==> src/rtl/regfile_param.sv <==
// Parametrised two-read/one-write register file with a post-reset clear sweep and a pending-write scoreboard.
// Optional macro REGFILE_BYPASS_EN adds write-through forwarding from the write port to both read ports.
module regfile_param #(
    parameter int unsigned DATA_WIDTH = 32,
    parameter int unsigned ADDR_WIDTH = 5,
    parameter int unsigned ZERO_REG   = 1
) (
    input  logic                  Clk,
    input  logic                  reset,
    input  logic [ADDR_WIDTH-1:0] Read_Reg1,
    input  logic [ADDR_WIDTH-1:0] Read_Reg2,
    output logic [DATA_WIDTH-1:0] Read_Data1,
    output logic [DATA_WIDTH-1:0] Read_Data2,
    input  logic [ADDR_WIDTH-1:0] Write_Reg,
    input  logic [DATA_WIDTH-1:0] Write_Data,
    input  logic                  RegWrite,
    input  logic                  Claim,
    input  logic [ADDR_WIDTH-1:0] Claim_Reg,
    output logic                  Stall1,
    output logic                  Stall2,
    output logic                  Busy
);

    localparam int unsigned DEPTH   = 32'd1 << ADDR_WIDTH;
    localparam bit          ZERO_EN = (ZERO_REG != 0);

    typedef enum logic {
        ST_CLEAR = 1'b0,
        ST_RUN   = 1'b1
    } state_t;

    state_t                  state;
    state_t                  next_state;
    logic [ADDR_WIDTH-1:0]   clr_cnt;
    logic                    clr_last;
    logic                    run;
    logic                    wr_en;
    logic                    claim_en;
    logic [DATA_WIDTH-1:0]   regs [DEPTH];
    logic [DEPTH-1:0]        pending;

    logic [ADDR_WIDTH-1:0]   rd_addr  [2];
    logic [DATA_WIDTH-1:0]   rd_data  [2];
    logic                    rd_stall [2];

    assign run      = (state == ST_RUN);
    assign clr_last = (clr_cnt == ADDR_WIDTH'(DEPTH - 1));

    // Writes and claims only act in RUN; register 0 is inert when hardwired.
    assign wr_en    = run && !reset && RegWrite && !(ZERO_EN && (Write_Reg == '0));
    assign claim_en = run && !reset && Claim    && !(ZERO_EN && (Claim_Reg == '0));

    // State register
    always_ff @(posedge Clk) begin
        if (reset) begin
            state <= ST_CLEAR;
        end else begin
            state <= next_state;
        end
    end

    // Next-state logic: sweep once, then stay in RUN until reset
    always_comb begin
        next_state = state;
        case (state)
            ST_CLEAR: if (clr_last) next_state = ST_RUN;
            ST_RUN:   next_state = ST_RUN;
            default:  next_state = ST_CLEAR;
        endcase
    end

    // Clear sweep counter
    always_ff @(posedge Clk) begin
        if (reset) begin
            clr_cnt <= '0;
        end else if (state == ST_CLEAR) begin
            clr_cnt <= clr_cnt + ADDR_WIDTH'(1);
        end
    end

    // Register array: sweep zeroes one entry per cycle, otherwise the write port
    always_ff @(posedge Clk) begin
        if (!reset) begin
            if (state == ST_CLEAR) begin
                regs[clr_cnt] <= '0;
            end else if (wr_en) begin
                regs[Write_Reg] <= Write_Data;
            end
        end
    end

    // Scoreboard: a claim is applied after the write so it wins on the same register
    always_ff @(posedge Clk) begin
        if (reset) begin
            pending <= '0;
        end else begin
            if (wr_en) begin
                pending[Write_Reg] <= 1'b0;
            end
            if (claim_en) begin
                pending[Claim_Reg] <= 1'b1;
            end
        end
    end

    assign rd_addr[0] = Read_Reg1;
    assign rd_addr[1] = Read_Reg2;

    // Combinational read ports; everything reads as zero while the sweep runs
    always_comb begin
        for (int p = 0; p < 2; p++) begin
            rd_data[p]  = '0;
            rd_stall[p] = 1'b0;
            if (run && !(ZERO_EN && (rd_addr[p] == '0))) begin
`ifdef REGFILE_BYPASS_EN
                if (wr_en && (Write_Reg == rd_addr[p])) begin
                    rd_data[p]  = Write_Data;
                    rd_stall[p] = claim_en && (Claim_Reg == rd_addr[p]);
                end else begin
                    rd_data[p]  = regs[rd_addr[p]];
                    rd_stall[p] = pending[rd_addr[p]];
                end
`else
                rd_data[p]  = regs[rd_addr[p]];
                rd_stall[p] = pending[rd_addr[p]];
`endif
            end
        end
    end

    assign Read_Data1 = rd_data[0];
    assign Read_Data2 = rd_data[1];
    assign Stall1     = rd_stall[0];
    assign Stall2     = rd_stall[1];
    assign Busy       = (state == ST_CLEAR);

endmodule

==> config.mk <==
export PLATFORM = sky130hd
export DESIGN_NAME = regfile_param
export DESIGN_NICKNAME = d
export VERILOG_FILES = /design/src/rtl/regfile_param.sv
export SDC_FILE = /design/constraint.sdc
export NUM_CORES = 1
export LEC_CHECK = 0
export BUFFER_PORTS_ARGS = -buffer_cell sky130_fd_sc_hd__buf_2
export CAP_MARGIN = 20
export CELL_PAD_IN_SITES_DETAIL_PLACEMENT = 1
export CELL_PAD_IN_SITES_GLOBAL_PLACEMENT = 2
export CORE_ASPECT_RATIO = 1.2
export CORE_MARGIN = 10
export CORE_UTILIZATION = 53
export CTS_BUF_LIST = sky130_fd_sc_hd__clkbuf_4 sky130_fd_sc_hd__clkbuf_8
export DETAILED_ROUTE_END_ITERATION = 7
export PLACE_DENSITY = 0.84
export SLEW_MARGIN = 20
export SYNTH_ARGS = -nofsm -noshare
export SYNTH_HDL_FRONTEND = slang
export SYNTH_SLANG_ARGS = --single-unit
==> constraint.sdc <==
create_clock -name Clk -period 9.75 [get_ports Clk]
set_input_delay 0 -clock Clk [delete_from_list [all_inputs] [get_ports Clk]]
set_output_delay 0 -clock Clk [all_outputs]
set_load 0.05 [all_outputs]
==> results.tsv <==
stage	metric	value	unit
route	ant_nets	0	
clocking	cts_tree	done	
global_routing	grt_pass1_wl	252000	um
sta	max_freq	0.223	GHz
sta	period_share	46.0	%
yosys	ys_warn_count	0	
critical_path	crit_slowest_cell	and2_1	
clocking	clock_sinks	1062	
clocking	postCtsResizedCells	0	
critical_path	crit_buf_inv	3	
floorplan	die_w	300	um
sta	hold_viol_final	0	
yosys	syn_inst	3041	
global_routing	grt_pass1_vias	35074	
yosys	synth_nets	3099	
yosys	muxShareOfSynthArea	22.5	%
critical_path	cp-start-kind	register	
yosys	synthSimpleGateAreaFrac	4.78	%
clocking	h-tree-depth	4	
route	first_iter_violations	4195	
critical_path	critPathMaxFanout	25	
cells_and_area	syn2layout_area_growth	11.9	%
sta	maxSlewHeadroom	26.8	%
route	via_count	33278	
pwr	leakagePower	0.0179	uW
critical_path	slowest_delay	860	ps
sta	grt_setup_unrepaired	no	
yosys	synth_edf_count	1024	
clocking	cts_buffers	169	
floorplan	fp.coreArea	93600	um2
floorplan	ioPinCount	123	
cells_and_area	fin_util	59.7	%
critical_path	cp_top_family	simple AND/OR/NAND/NOR gates	
floorplan	dieArea	107000	um2
global_routing	antenna_found_initial	9	
yosys	synth_adder_area_share	0.0501	%
yosys	synthXorXnorAreaFrac	0.0526	%
yosys	synth_compound_area_share	6.91	%
yosys	yosys.area.top_type	edfxtp_1	
route	viasPerCell	7.18	
critical_path	worstSetupPathType	reg2out	
yosys	synthTopCellsByArea	edfxtp_1, mux4_2, mux2i_1	
yosys	synth_seq_area_share	63.1	%
sta	setup_tns	0	ps
floorplan	rows	123	
worst_hold_path	hp-class	in2reg	
pwr	ir_drop	0.127	mV
cells_and_area	drive_gt1_share	24.4	%
yosys	synth_seq_cells	1062	
sta	setup_viol	0	
clocking	clockBufferDepth	3	
yosys	synthFlopType	edfxtp_1	
place	dp_hpwl	103000	um
critical_path	critical_path_arrival	4490	ps
clocking	worstSkewPairLatency	860	ps
global_routing	track_usage	32.9	%
critical_path	endpoint_kind	primary output	
yosys	synth_top_family_by_area	multiplexers	
route	firstDrtPassIters	6	
global_routing	grt_max_degree	74	
sta	worstMarginPinSlew	1080	ps
critical_path	path_cells	nor3b_4 -> buf_4 -> and2_1 -> buf_4 -> nand2_1 -> nand4_1 -> buf_2	
place	port_buffers	122	
yosys	netlist.area_leader.share	61.6	%
sta	setup_ws	5260	ps
cells_and_area	finalNetCount	3303	
yosys	ys_types	52	
outcome	status	completed	
clocking	cts_root_buffer	clkbuf_8	
place	gp_congestion	0.878	
yosys	async_flop_share	0	%
route	routed_wl	178000	um
clocking	path_clk_slew	60	ps
route	wl_per_cell	38.3	um
yosys	synth_area	49900	um2
place	dp_slack	5870	ps
sta	whs	63.7	ps
pwr	p_per_area	166	nW/um2
critical_path	crit_top_cell	buf_4	
job	drv_cap	0	
yosys	synth.avg_cell_area	16.4	um2
global_routing	grt_overflow	0	
floorplan	initial_core_util	53.4	%
critical_path	cp.required	9750	ps
sta	period_needed	4490	ps
sta	clock_skew	39.4	ps
route	drc	0	
floorplan	fp.dieH	356	um
pwr	power	9280	uW
cells_and_area	nFillCells	8507	
sta	drv_slew	0	
-- cell type report --
cell class / count / area (um2) / share of cell area (%)
Clock buffer: 236 / 2880 / 5.15
Multi-Input combinational cell: 1722 / 17500 / 31.3
Antenna cell: 6 / 15.0 / 0.0269
Tap cell: 1250 / 1560 / 2.80
Clock inverter: 70 / 367 / 0.656
Inverter: 9 / 33.8 / 0.0604
Timing Repair Buffer: 281 / 2020 / 3.62
Sequential cell: 1062 / 31500 / 56.4
-- registers in the layout (all words and copies together) (netlist names) --
register	cells
clr_cnt	5
regs	1024
run	1
pending	32
-- cells in the final DEF (no fill, tap or decap), drive strengths merged, types with 3 or more instances in the layout --
cell type,instances
edfxtp,1024
mux2i,545
a22oi,322
mux4,257
clkbuf,237
buf,219
nand3,139
nand4,70
nand2,65
clkinv,62
dlygate4sd3,61
and2,40
o21ai,39
dfxtp,38
nor3,35
nor2,34
a31oi,33
a22o,31
nor2b,24
a21oi,18
a32oi,13
inv,11
diode,6
o31a,6
nand3b,6
and3,6
nand2b,5
o32ai,4
clkinvlp,4
nor3b,4
and3b,3
o31ai,3
-- through the flow --
| stage | cells | area, um2 |
|---|---|---|
| after CTS | 4611 | 55700 |
| after floorplan | 3041 | 49900 |
| final | 4636 | 55900 |
| after global routing | 4632 | 55900 |
| after detailed placement | 4263 | 52000 |
| after global placement | 4261 | 52000 |
-- power breakdown --
group / switching (uW) / leakage (uW) / internal [uW]
Combinational: 346 / 0.00766 / 213
Clock: 1790 / 0.00172 / 1950
Sequential: 16.2 / 0.00852 / 4960
Total: 2150 / 0.0179 / 7130
-- timing repair --
item                      CTS  global route
hold endpoints to repair  241           608
setup buffers               0             0
hold buffers               42            19
-- final timing paths --
kind,start,endpoint,slack [ps],cells after the start
worst min register to register,pending[0],pending[0],500,1
worst min-delay path,Write_Data[19],regs[19][19],60,2
worst max-delay path,run,Read_Data2[28],5260,7
worst max register to register,run,regs[1][6],5900,6
-- kinds of logic after synthesis --
| kind of cell | count (synthesis) |
|---|---|
| xor gates and xnor gates | 3 |
| and+or+nand+nor | 440 |
| adders and majority gates | 2 |
| DFF | 1062 |
| buffers and inverters | 257 |
| muxes | 803 |
| AOI/OAI and AO/OA | 474 |
-- synthesized netlist by cell type, drive strengths merged (13+ instances only) --
cell type,n
o21ai,39
mux4,257
a31oi,33
a22o,31
dfxtp,38
a32oi,13
nor2b,24
nor2,34
nor3,35
nand4,70
buf,153
mux2i,545
and2,40
clkbuf,95
edfxtp,1024
a21oi,18
a22oi,322
nand2,65
nand3,139
-- per-layer routing --
layer | vias up | GRT usage [%] | part of all wire [%]
met1 | 17534 | 41.3 | 37
met3 | 499 | 7.47 | 9.7
li1 | 13087 | - | -
met2 | 2150 | 53.7 | 49
met5 | - | 0 | 0.026
met4 | 8 | 16.0 | 5.0
Power figures use the tool's default switching activity.
